$ cat config.mk
export PLATFORM = sky130hd
export DESIGN_NAME = encode_loongarch
export DESIGN_NICKNAME = d
export VERILOG_FILES = /design/src/rtl/la_isa_pkg.sv /design/src/rtl/encode_loongarch_comb.sv /design/src/rtl/encode_loongarch.sv
export SDC_FILE = /design/constraint.sdc
export NUM_CORES = 1
export LEC_CHECK = 0
export ABC_AREA = 1
export BUFFER_PORTS_ARGS = -buffer_cell sky130_fd_sc_hd__buf_4
export CAP_MARGIN = 20
export CORE_MARGIN = 1.5
export CORE_UTILIZATION = 45
export DETAILED_ROUTE_END_ITERATION = 12
export GPL_TIMING_DRIVEN = 0
export PLACE_DENSITY = 0.68
export REMOVE_ABC_BUFFERS = 1
export SLEW_MARGIN = 15
export SYNTH_ARGS = -nofsm -noshare
export SYNTH_HDL_FRONTEND = slang
export SYNTH_SLANG_ARGS = --single-unit
$ cat constraint.sdc
create_clock -name clk -period 2.8 [get_ports clk]
set_input_delay 0.56 -clock clk [delete_from_list [all_inputs] [get_ports clk]]
set_output_delay 0.56 -clock clk [all_outputs]
set_load 0.02 [all_outputs]
$ cat src/rtl/la_isa_pkg.sv
// Shared LA32R encoder definitions: unit selects, micro-op codes, major opcodes and
// immediate range checks used by encode_loongarch and encode_loongarch_comb.
package la_isa_pkg;

  typedef enum logic [0:0] {S_IDLE, S_SPLIT_LO} enc_state_e;

  localparam int unsigned FU_ALU_BIT = 0;
  localparam int unsigned FU_MDU_BIT = 1;
  localparam int unsigned FU_BR_BIT  = 2;
  localparam int unsigned FU_LS_BIT  = 3;
  localparam int unsigned FU_CSR_BIT = 4;

  localparam logic [6:0] FT_ALU = 7'(1 << FU_ALU_BIT);
  localparam logic [6:0] FT_MDU = 7'(1 << FU_MDU_BIT);
  localparam logic [6:0] FT_BR  = 7'(1 << FU_BR_BIT);
  localparam logic [6:0] FT_LS  = 7'(1 << FU_LS_BIT);
  localparam logic [6:0] FT_CSR = 7'(1 << FU_CSR_BIT);

  // ALU register-register uops equal the op5 field of the 3R encoding.
  localparam logic [5:0] UOP_ADD   = 6'd0,  UOP_SUB   = 6'd2,  UOP_SLT   = 6'd4;
  localparam logic [5:0] UOP_SLTU  = 6'd5,  UOP_NOR   = 6'd8,  UOP_AND   = 6'd9;
  localparam logic [5:0] UOP_OR    = 6'd10, UOP_XOR   = 6'd11, UOP_SLL   = 6'd14;
  localparam logic [5:0] UOP_SRL   = 6'd15, UOP_SRA   = 6'd16;
  localparam logic [5:0] UOP_ADDI  = 6'h20, UOP_SLTI  = 6'h21, UOP_SLTUI = 6'h22;
  localparam logic [5:0] UOP_ANDI  = 6'h23, UOP_ORI   = 6'h24, UOP_XORI  = 6'h25;
  localparam logic [5:0] UOP_SLLI  = 6'h28, UOP_SRLI  = 6'h29, UOP_SRAI  = 6'h2a;
  localparam logic [5:0] UOP_LU12I = 6'h30;

  localparam logic [5:0] UOP_BEQ  = 6'd0, UOP_BGEU = 6'd5, UOP_BEQZ = 6'd6, UOP_BNEZ = 6'd7;
  localparam logic [5:0] UOP_B    = 6'd8, UOP_BL   = 6'd9, UOP_JIRL = 6'd10;
  localparam logic [5:0] UOP_PCADDU12I = 6'd11;

  localparam logic [5:0] UOP_CSRRD   = 6'd0,  UOP_CSRWR   = 6'd1,  UOP_CSRXCHG = 6'd2;
  localparam logic [5:0] UOP_RDCNTVL = 6'd3,  UOP_RDCNTVH = 6'd4,  UOP_RDCNTID = 6'd5;
  localparam logic [5:0] UOP_TLBSRCH = 6'd8,  UOP_TLBRD   = 6'd9,  UOP_TLBWR   = 6'd10;
  localparam logic [5:0] UOP_TLBFILL = 6'd11, UOP_ERTN    = 6'd12, UOP_INVTLB  = 6'd13;
  localparam logic [5:0] UOP_CACOP   = 6'd14, UOP_SYSCALL = 6'd16, UOP_BREAK   = 6'd17;

  localparam logic [5:0]  OP6_BEQ       = 6'h16;
  localparam logic [5:0]  OP6_BEQZ      = 6'h10;
  localparam logic [5:0]  OP6_B         = 6'h14;
  localparam logic [5:0]  OP6_JIRL      = 6'h13;
  localparam logic [5:0]  OP6_LU12I     = 6'h05;
  localparam logic [5:0]  OP6_PCADDU12I = 6'h07;
  localparam logic [5:0]  OP6_LS        = 6'h0a;
  localparam logic [7:0]  OP8_CSR       = 8'h04;
  localparam logic [16:0] BREAK_PREFIX  = 17'h00054;
  localparam logic [16:0] SYSCALL_PREFIX = 17'h00056;

  function automatic logic [3:0] alu_op4(input logic [5:0] uop);
    case (uop)
      UOP_SLTI:  return 4'b1000;
      UOP_SLTUI: return 4'b1001;
      UOP_ADDI:  return 4'b1010;
      UOP_ANDI:  return 4'b1101;
      UOP_ORI:   return 4'b1110;
      default:   return 4'b1111;
    endcase
  endfunction

  // True when v, read as two's complement, is representable in w bits.
  function automatic logic fits_signed(input logic [31:0] v, input int unsigned w);
    logic signed [31:0] sh;
    sh = $signed(v) >>> (w - 1);
    return (sh == '0) || (sh == '1);
  endfunction

  function automatic logic fits_unsigned(input logic [31:0] v, input int unsigned w);
    return (v >> w) == '0;
  endfunction

endpackage

$ cat src/rtl/encode_loongarch_comb.sv
// Combinational micro-op record to LA32R word encoder with BREAK substitution.
// ENCODE_LI_SPLIT_EN: wide ADDI from r0 becomes LU12I.W + ORI instead of a range fail.
module encode_loongarch_comb
  import la_isa_pkg::*;
#(
  parameter logic [14:0] BREAK_CODE = 15'd0
) (
  input  logic [6:0]  i_futype,
  input  logic [5:0]  i_uop,
  input  logic [4:0]  i_rd,
  input  logic [4:0]  i_rs1,
  input  logic [4:0]  i_rs2,
  input  logic [31:0] i_imm,
  output logic [31:0] o_inst,
  output logic        o_err,
  output logic        o_split,
  output logic [31:0] o_lo_inst
);
  logic        w_ok;
  logic [31:0] w_inst;
  logic        w_s12_ok, w_u12_ok, w_u5_ok, w_csr_ok, w_hi_ok;
  logic        w_off16_ok, w_off21_ok, w_off26_ok;

  assign w_s12_ok   = fits_signed(i_imm, 12);
  assign w_u12_ok   = fits_unsigned(i_imm, 12);
  assign w_u5_ok    = fits_unsigned(i_imm, 5);
  assign w_csr_ok   = fits_unsigned(i_imm, 14);
  assign w_hi_ok    = (i_imm[11:0] == 12'd0);
  assign w_off16_ok = (i_imm[1:0] == 2'd0) && fits_signed(i_imm, 18);
  assign w_off21_ok = (i_imm[1:0] == 2'd0) && fits_signed(i_imm, 23);
  assign w_off26_ok = (i_imm[1:0] == 2'd0) && fits_signed(i_imm, 28);

  always_comb begin
    w_ok      = 1'b1;
    w_inst    = '0;
    o_split   = 1'b0;
    o_lo_inst = '0;
    unique case (i_futype)
      FT_ALU: begin
        case (i_uop)
          UOP_ADD, UOP_SUB, UOP_SLT, UOP_SLTU, UOP_NOR, UOP_AND, UOP_OR, UOP_XOR,
          UOP_SLL, UOP_SRL, UOP_SRA:
            w_inst = {10'b0, 2'b01, i_uop[4:0], i_rs2, i_rs1, i_rd};
          UOP_ADDI: begin
            w_inst = {6'b0, alu_op4(i_uop), i_imm[11:0], i_rs1, i_rd};
            w_ok   = w_s12_ok;
`ifdef ENCODE_LI_SPLIT_EN
            if (!w_s12_ok && (i_rs1 == 5'd0)) begin
              w_inst    = {OP6_LU12I, 1'b0, i_imm[31:12], i_rd};
              o_lo_inst = {6'b0, alu_op4(UOP_ORI), i_imm[11:0], i_rd, i_rd};
              o_split   = 1'b1;
              w_ok      = 1'b1;
            end
`endif
          end
          UOP_SLTI, UOP_SLTUI: begin
            w_inst = {6'b0, alu_op4(i_uop), i_imm[11:0], i_rs1, i_rd};
            w_ok   = w_s12_ok;
          end
          UOP_ANDI, UOP_ORI, UOP_XORI: begin
            w_inst = {6'b0, alu_op4(i_uop), i_imm[11:0], i_rs1, i_rd};
            w_ok   = w_u12_ok;
          end
          UOP_SLLI, UOP_SRLI, UOP_SRAI: begin
            w_inst = {6'b0, 4'b0001, 2'b00, i_uop[1:0], 3'b001, i_imm[4:0], i_rs1, i_rd};
            w_ok   = w_u5_ok;
          end
          UOP_LU12I: begin
            w_inst = {OP6_LU12I, 1'b0, i_imm[31:12], i_rd};
            w_ok   = w_hi_ok;
          end
          default: w_ok = 1'b0;
        endcase
      end
      FT_MDU: begin
        w_inst = {i_uop[2] ? 15'b10000 : 15'b1110, i_uop[1:0], i_rs2, i_rs1, i_rd};
        w_ok   = (i_uop[5:3] == 3'd0) && (i_uop[2] || (i_uop[1:0] != 2'b11));
      end
      FT_BR: begin
        case (i_uop)
          UOP_BEQ, 6'd1, 6'd2, 6'd3, 6'd4, UOP_BGEU: begin
            w_inst = {OP6_BEQ + i_uop, i_imm[17:2], i_rs1, i_rs2};
            w_ok   = w_off16_ok;
          end
          UOP_BEQZ, UOP_BNEZ: begin
            w_inst = {OP6_BEQZ + {5'd0, i_uop[0]}, i_imm[17:2], i_rs1, i_imm[22:18]};
            w_ok   = w_off21_ok;
          end
          UOP_B, UOP_BL: begin
            w_inst = {OP6_B + {5'd0, i_uop[0]}, i_imm[17:2], i_imm[27:18]};
            w_ok   = w_off26_ok;
          end
          UOP_JIRL: begin
            w_inst = {OP6_JIRL, i_imm[17:2], i_rs1, i_rd};
            w_ok   = w_off16_ok;
          end
          UOP_PCADDU12I: begin
            w_inst = {OP6_PCADDU12I, 1'b0, i_imm[31:12], i_rd};
            w_ok   = w_hi_ok;
          end
          default: w_ok = 1'b0;
        endcase
      end
      FT_LS: begin
        // uop: [5] store, [2] zero-extend, [1:0] size; unsigned word and unsigned store don't exist.
        w_inst = {OP6_LS, i_uop[2], i_uop[5], i_uop[1:0], i_imm[11:0], i_rs1,
                  i_uop[5] ? i_rs2 : i_rd};
        w_ok   = w_s12_ok && (i_uop[4:3] == 2'd0) && (i_uop[1:0] != 2'b11) &&
                 !(i_uop[2] && (i_uop[5] || i_uop[1]));
      end
      FT_CSR: begin
        case (i_uop)
          UOP_CSRRD:   begin w_inst = {OP8_CSR, i_imm[13:0], 5'd0, i_rd};  w_ok = w_csr_ok; end
          UOP_CSRWR:   begin w_inst = {OP8_CSR, i_imm[13:0], 5'd1, i_rs2}; w_ok = w_csr_ok; end
          UOP_CSRXCHG: begin
            w_inst = {OP8_CSR, i_imm[13:0], i_rs1, i_rs2};
            w_ok   = w_csr_ok && (i_rs1 > 5'd1);
          end
          UOP_RDCNTVL: w_inst = {22'h000018, 5'd0, i_rd};
          UOP_RDCNTVH: w_inst = {22'h000019, 5'd0, i_rd};
          UOP_RDCNTID: w_inst = {22'h000018, i_rd, 5'd0};
          UOP_TLBSRCH: w_inst = 32'h0648_2800;
          UOP_TLBRD:   w_inst = 32'h0648_2c00;
          UOP_TLBWR:   w_inst = 32'h0648_3000;
          UOP_TLBFILL: w_inst = 32'h0648_3400;
          UOP_ERTN:    w_inst = 32'h0648_3800;
          UOP_INVTLB:  begin w_inst = {17'h00c93, i_rs2, i_rs1, i_imm[4:0]}; w_ok = w_u5_ok; end
          UOP_CACOP:   begin w_inst = {10'h018, i_imm[11:0], i_rs1, i_rd};   w_ok = w_s12_ok; end
          UOP_SYSCALL: begin
            w_inst = {SYSCALL_PREFIX, i_imm[14:0]};
            w_ok   = fits_unsigned(i_imm, 15);
          end
          UOP_BREAK:   begin
            w_inst = {BREAK_PREFIX, i_imm[14:0]};
            w_ok   = fits_unsigned(i_imm, 15);
          end
          default: w_ok = 1'b0;
        endcase
      end
      default: w_ok = 1'b0;
    endcase
  end

  assign o_err  = ~w_ok;
  assign o_inst = w_ok ? w_inst : {BREAK_PREFIX, BREAK_CODE};

endmodule

$ cat src/rtl/encode_loongarch.sv
// Streaming LA32R encoder: one-entry output register, split-word FSM, saturating error count.
// ENCODE_LI_SPLIT_EN enables the two-word LU12I.W/ORI expansion inside encode_loongarch_comb.
module encode_loongarch
  import la_isa_pkg::*;
#(
  parameter int unsigned ERR_CNT_W  = 16,
  parameter logic [14:0] BREAK_CODE = 15'd0
) (
  input  logic                 clk,
  input  logic                 reset,
  input  logic                 in_valid,
  output logic                 in_ready,
  input  logic [6:0]           in_futype,
  input  logic [5:0]           in_uop,
  input  logic [4:0]           in_rd,
  input  logic [4:0]           in_rs1,
  input  logic [4:0]           in_rs2,
  input  logic [31:0]          in_imm,
  output logic                 out_valid,
  input  logic                 out_ready,
  output logic [31:0]          out_inst,
  output logic                 out_err,
  output logic [ERR_CNT_W-1:0] err_cnt
);
  logic [31:0]          w_inst, w_lo_inst;
  logic                 w_err, w_split, w_accept;
  enc_state_e           r_state;
  logic                 r_out_valid, r_out_err;
  logic [31:0]          r_out_inst, r_lo_inst;
  logic [ERR_CNT_W-1:0] r_err_cnt;

  encode_loongarch_comb #(
    .BREAK_CODE(BREAK_CODE)
  ) u_comb (
    .i_futype (in_futype),
    .i_uop    (in_uop),
    .i_rd     (in_rd),
    .i_rs1    (in_rs1),
    .i_rs2    (in_rs2),
    .i_imm    (in_imm),
    .o_inst   (w_inst),
    .o_err    (w_err),
    .o_split  (w_split),
    .o_lo_inst(w_lo_inst)
  );

  assign in_ready = (r_state == S_IDLE) && (!r_out_valid || out_ready);
  assign w_accept = in_valid && in_ready;

  always_ff @(posedge clk) begin
    if (reset) begin
      r_state     <= S_IDLE;
      r_out_valid <= 1'b0;
      r_out_inst  <= '0;
      r_out_err   <= 1'b0;
      r_lo_inst   <= '0;
      r_err_cnt   <= '0;
    end else begin
      unique case (r_state)
        S_IDLE: begin
          if (w_accept) begin
            r_out_valid <= 1'b1;
            r_out_inst  <= w_inst;
            r_out_err   <= w_err;
            if (w_err && (r_err_cnt != '1)) r_err_cnt <= r_err_cnt + ERR_CNT_W'(1);
            if (w_split) begin
              r_lo_inst <= w_lo_inst;
              r_state   <= S_SPLIT_LO;
            end
          end else if (out_ready) begin
            r_out_valid <= 1'b0;
          end
        end
        S_SPLIT_LO: begin
          // HI word is in the output register; LO replaces it once the consumer takes HI.
          if (out_ready) begin
            r_out_inst <= r_lo_inst;
            r_out_err  <= 1'b0;
            r_state    <= S_IDLE;
          end
        end
        default: r_state <= S_IDLE;
      endcase
    end
  end

  assign out_valid = r_out_valid;
  assign out_inst  = r_out_inst;
  assign out_err   = r_out_err;
  assign err_cnt   = r_err_cnt;

endmodule

# [Word level (Yosys, flattened, before mapping)]
# Index checks and enable logic that the tools add are counted.
[totals] regBits=51 wordCells=123 inputBits=64 output_inout_bits=51
[classes] reduce_logical=50 eq_ne=40 bitwise_logic=2 addsub=4 n_lt_le_gt_ge=1 muxes=21
[op_table] op="$pmux 27 s15" n=1
[op_table] op="$pmux 32 s5" n=2
[op_table] op="$logic_not 32->1" n=8
[op_table] op="$pmux 29 s5" n=1
[op_table] op="$eq 32x32->1 const B" n=4
[op_table] op="$mux 32" n=3
[op_table] op="$pmux 32 s2" n=1
[op_table] op="$eq 6x6->1 const B" n=10
[op_table] op="$eq 6x4->1 const B" n=8
[op_table] op="$eq 6x3->1 const B" n=4
[op_table] op="$add 16x1->16 const B" n=1
[op_table] op="$ne 16x16->1 const B" n=1
[op_table] op="$add 5x1->6 const A" n=2
[op_table] op="$eq 6x2->1 const B" n=2
[op_table] op="$eq 6x5->1 const B" n=2
[op_table] op="$logic_and 1x1->1" n=12
[op_table] op="$logic_not 12->1" n=1
[op_table] op="$pmux 3 s4" n=1
[op_table] op="$reduce_or 11->1" n=1
[op_table] op="$mux 5" n=2
[op_table] op="$pmux 1 s5" n=2
[op_table] op="$reduce_or 3->1" n=3
[op_table] op="$reduce_or 2->1" n=4
[op_table] op="$reduce_or 8->1" n=1
[op_table] op="other kinds (25)" n=41

# [Longest topological paths before layout]
[depth] ltp_word=9 depth_mapped=19 depth_no_buf=18

# [Modules after synthesis]
# From an unflattened synthesis, not the netlist that was laid out.
[hier_totals] hier_cells=1277 hier_area_um2=7382.1
[by_module_without_submodules] module="encode_loongarch_comb" cells_per_inst=780 instances=1 seq_area_each_um2=0.0 area_each_um2=3759.9
[by_module_without_submodules] module="encode_loongarch" cells_per_inst=497 instances=1 seq_area_each_um2=1661.6 area_each_um2=3622.2

# [Worst setup path before layout]
# OpenSTA, ideal clock, no wires.
[synth_timing] kind="input -> register" from="input out_ready" to="register r_err_cnt[15] (netlist: err_cnt[15])" t_arrival_ns=2.254 required_time_ns=2.736 cell_stages=10 setup_time_ns=0.064 path_slack_ns=0.482 n_path_buf=0 cell_sequence="inv_1 > a21oi_1 > nand2_1 > nor3_1 > nand4_1 > nor3_1 > nand3_1 > nand2_1 > inv_1 > nor2_1"
[synth_between] elab_chain_len=4
[synth_rtl] element="from (decl)" line_no="encode_loongarch.sv:20" source="input logic out_ready,"
[synth_rtl] element="$logic_or 1x1->1" line_no="encode_loongarch.sv:47" source="assign in_ready = (r_state == S_IDLE) && (!r_out_valid || out_ready);"
[synth_rtl] element="$logic_and 1x1->1" line_no="encode_loongarch.sv:47"
[synth_rtl] element="net in_ready" line_no="encode_loongarch.sv:12" source="output logic in_ready,"
[synth_rtl] element="$logic_and 1x1->1" line_no="encode_loongarch.sv:48" source="assign w_accept = in_valid && in_ready;"
[synth_rtl] element="$reduce_and 3->1 (no source line)"
[synth_rtl] element="to (signal assigned)" line_no="encode_loongarch.sv:65" source="if (w_err && (r_err_cnt != '1)) r_err_cnt <= r_err_cnt + ERR_CNT_W'(1);"
[synth_rtl] element="to (decl)" line_no="encode_loongarch.sv:30" source="logic [ERR_CNT_W-1:0] r_err_cnt;"
# The timed path passes the listed nets, and every way through them passes these cells.
# A chain may end at the register's enable or synchronous reset.

# [Final worst setup path]
[layout_timing] from="input in_uop[2]" to="register r_out_inst[3] (netlist: out_inst[3])"
[layout_between] elab_chain_len=7 word_cells_on_any_way=56 cone_classes="eq/ne (27); mux (11); reduce/logical (18)"
[layout_rtl] element="from (decl)" line_no="encode_loongarch.sv:14" source="input logic [5:0] in_uop,"
[layout_rtl] element="$eq 6x4->1 (tied with other cells)" line_no="encode_loongarch_comb.sv:40" source="case (i_uop)"
[layout_rtl] element="$reduce_or 11->1 (tied with other cells)" line_no="encode_loongarch_comb.sv:40"
[layout_rtl] element="$pmux 29 s5 (tied with other cells)" line_no="encode_loongarch_comb.sv:40"
[layout_rtl] element="$pmux 32 s5 or $pmux 1 s5 (tied branches)" line_no="encode_loongarch_comb.sv:38" source="unique case (i_futype)"
[layout_rtl] element="$mux 32 *" line_no="encode_loongarch_comb.sv:145" source="assign o_inst = w_ok ? w_inst : {BREAK_PREFIX, BREAK_CODE};"
[layout_rtl] element="$mux 32 *" line_no="encode_loongarch.sv:61" source="if (w_accept) begin"
[layout_rtl] element="$pmux 32 s2 *" line_no="encode_loongarch.sv:59" source="unique case (r_state)"
[layout_rtl] element="to (signal assigned)" line_no="encode_loongarch.sv:63" source="r_out_inst <= w_inst;"
[layout_rtl] element="to (signal assigned)" line_no="encode_loongarch.sv:77" source="r_out_inst <= r_lo_inst;"
[layout_rtl] element="to (decl)" line_no="encode_loongarch.sv:29" source="logic [31:0] r_out_inst, r_lo_inst;"
# Every way passes the cells marked *; elsewhere a longest branch is shown, timed or not. The select of a mux whose other input is x is not followed.

==> run metrics <==
Setup WS pre-CTS -1090 ps; drt pass-1 iters 7; Tcrit/Tclk final 95.9%; Die W 111 um; post-synth cell types 43; Fin. Hold Viols 0; Post-Place Cells 1,196; Tmin final ~2700 ps; endpoints failing setup 0; Peak Freq 372 MHz; DP HPWL 17,400 um; maximum vdd drop roughly 280 uV; GRT overflow 0; I/O pin total 115; DRC 0; Diodes inserted 0; PnR worst setup slack approximately 110 ps; routed vias 7,228; Post-synth EDFFs 0; share of cells above drive strength 1 ~18%; total die area 0.0122 mm^2; Root Driver clkbuf_16; RSZ-0062 raised after global routing false; Fin Hold WS 453 ps; Port Buf Inserts 114; Total Nets Final 1,149; cell row count 39; Max-Cap Viols 0; Vias/cell 5.90; Synth Warn # 0; leak pwr 3.05 nW; total power 1.89 mW; fraction of registers with async set/reset 0%; critical path type in -> reg; Area after DPL 0.00607 mm^2; clk sinks 51; Worst-path clk slew 70 ps; Setup Total Neg Slack 0 ps; antenna violations before repair 0; 1st-iter DRT viols ~1,100; status finished clean; antenna viol nets, final 0; Seq/Total Area, Yosys a little under 20%; Cell Pwr Density 288 mW/mm^2; final max-slew violation count 0; CP Capture Type register; Die Y 111 um; HP Class reg -> reg; largest net degree at the start of global routing 36; Post-CTS Hold Fix Bufs 0; clk buf depth 2; number of buffers created by CTS 5; GPL Wtd Cong 1.02; Crit path top cell by count nand2_1; Final Util 57.7%; slowest cell delay on critical path 340 ps; Tightest Pin Transition 867 ps; Post-Syn Area per Cell 5.35 um^2; H-tree Lvls 2; critical path launch point type input port; Mapped Cells 973; Critical Path RT just over 3000 ps; Max stage delay cell, worst path nor2_4; relative slew slack ~42%; FF+latch count, synth 51; post-route design area 0.00656 mm^2; Synth Cell Area 0.00521 mm^2; core area between 0.01 and 0.015 mm^2; first-pass GRT wire length approximately 35,000 um; final WL roughly 23,000 um; WL per Instance between 15 and 20 um; crit-path cells buf_4 > inv_2 > nand2_2 > inv_2 > nand2_1 > nor2_4 > nand4_1 > nand2_1 > nor2_1 > nand2_1 > nand2_1 > nand3_4 > nor2_8 > nor2_4 > buf_4 > nand2_1 > a21oi_1; Initial Util 45.8%; TritonCTS clock tree built; Layout Area Growth over Synthesis 26.1%; Worst Path Arrival 2910 ps; clk_skew 4.90 ps; final std cells w/o fill 1,226; top_reg_cell synth dfxtp_1; CP max FO 11; overall routing resource usage 36.2%; vias in the first global route roughly 6,400; clock latency on the worst-skew pair about 290 ps
[final timing paths]
check / start / end / slack (ps) / cells after the start
max: in_uop[2] / out_inst[3]$_SDFFE_PP0P_ / 110 / 17
min: out_inst[31]$_SDFFE_PP0P_ / out_inst[31]$_SDFFE_PP0P_ / 450 / 2
max reg2reg: err_cnt[0]$_SDFFE_PP0P_ / err_cnt[1]$_SDFFE_PP0P_ / 300 / 10
min reg2reg: out_inst[31]$_SDFFE_PP0P_ / out_inst[31]$_SDFFE_PP0P_ / 450 / 2
[power breakdown]
part           switching, mW  leakage (nW)  internal, mW
Sequential           0.00894         0.413         0.734
Combinational          0.298          2.56         0.144
Clock                  0.286        0.0759         0.417
[placed cells by master (no fill, tap or decap), types with 3 or more instances in the layout]
cell         n
nand2_1    300
nor2_1     132
buf_4      130
inv_1      105
nand3_1     81
a21oi_1     74
o21ai_0     52
dfxtp_1     51
nand4_1     27
nor3_1      16
nand2_2     11
nor2_4      10
inv_2        8
a22oi_1      8
o31ai_1      8
o22ai_1      6
o211ai_1     6
a31oi_1      5
clkbuf_16    5
nor2_2       4
or2_2        4
buf_12       4
nand3_4      3
a21boi_0     3
a31o_2       3
[synth_stat cells, types with 2 or more instances]
cell	n	area [um^2]
a21boi_0	3	22.5
a21oi_1	74	370
a22oi_1	8	60.1
a31o_2	3	26.3
a31oi_1	5	31.3
buf_2	10	50.1
buf_4	5	37.5
buf_6	2	22.5
clkbuf_1	17	63.8
clkinv_1	3	11.3
dfxtp_1	51	1020
ha_1	2	25.0
inv_1	107	402
inv_2	8	30.0
nand2_1	303	1140
nand2_2	8	50.1
nand3_1	83	415
nand4_1	27	169
nor2_1	137	514
nor2_2	5	31.3
nor2_4	2	22.5
nor3_1	16	80.1
o2111a_1	2	22.5
o211ai_1	6	45.0
o21ai_0	52	260
o221ai_1	2	17.5
o22ai_1	6	37.5
o31ai_1	8	60.1
or2_2	4	25.0
[critical path, delay by kind of cell]
family                 cells  cell delay [ps]
AOI/OAI and AO/OA          1              130
buffers and inverters      4              660
and+or+nand+nor           12             1530
[timing repair]
item	4_1_cts	5_1_grt
buffers inserted	6	14
cloned	1	1
gates resized for setup	11	12
pin swaps	2	6
endpoints found under the setup margin	48	47
[flip-flops by register name (all words and copies together) (netlist names)]
register and count:
out_err 1, r_state 1, err_cnt 16, out_inst 32, out_valid 1
[cell type report]
class,instances,area (um^2)
Clock buffer,5,125
Clock inverter,2,37.5
Fill cell,1196,4810
Inverter,118,450
Multi-Input combinational cell,772,3670
Sequential cell,51,1020
Tap cell,143,179
Timing Repair Buffer,135,1080
[cell families after synthesis]
logic type,share of synthesized area [%]
buf+inv,11.8
simple gates,48.3
fa+ha+maj,0.481
flops,19.6
xor+xnor,0.337
compound gates,19.4
[per-layer routing]
layer / track usage [%] / share of wire, % / up-vias
met5: 0 / 0 / -
met4: 17.9 / 5.2 / 0
met3: 6.81 / 11 / 95
met2: 56.4 / 43 / 479
met1: 48.0 / 41 / 3251
li1: - / - / 3403
(Power assumes the default switching activity.)
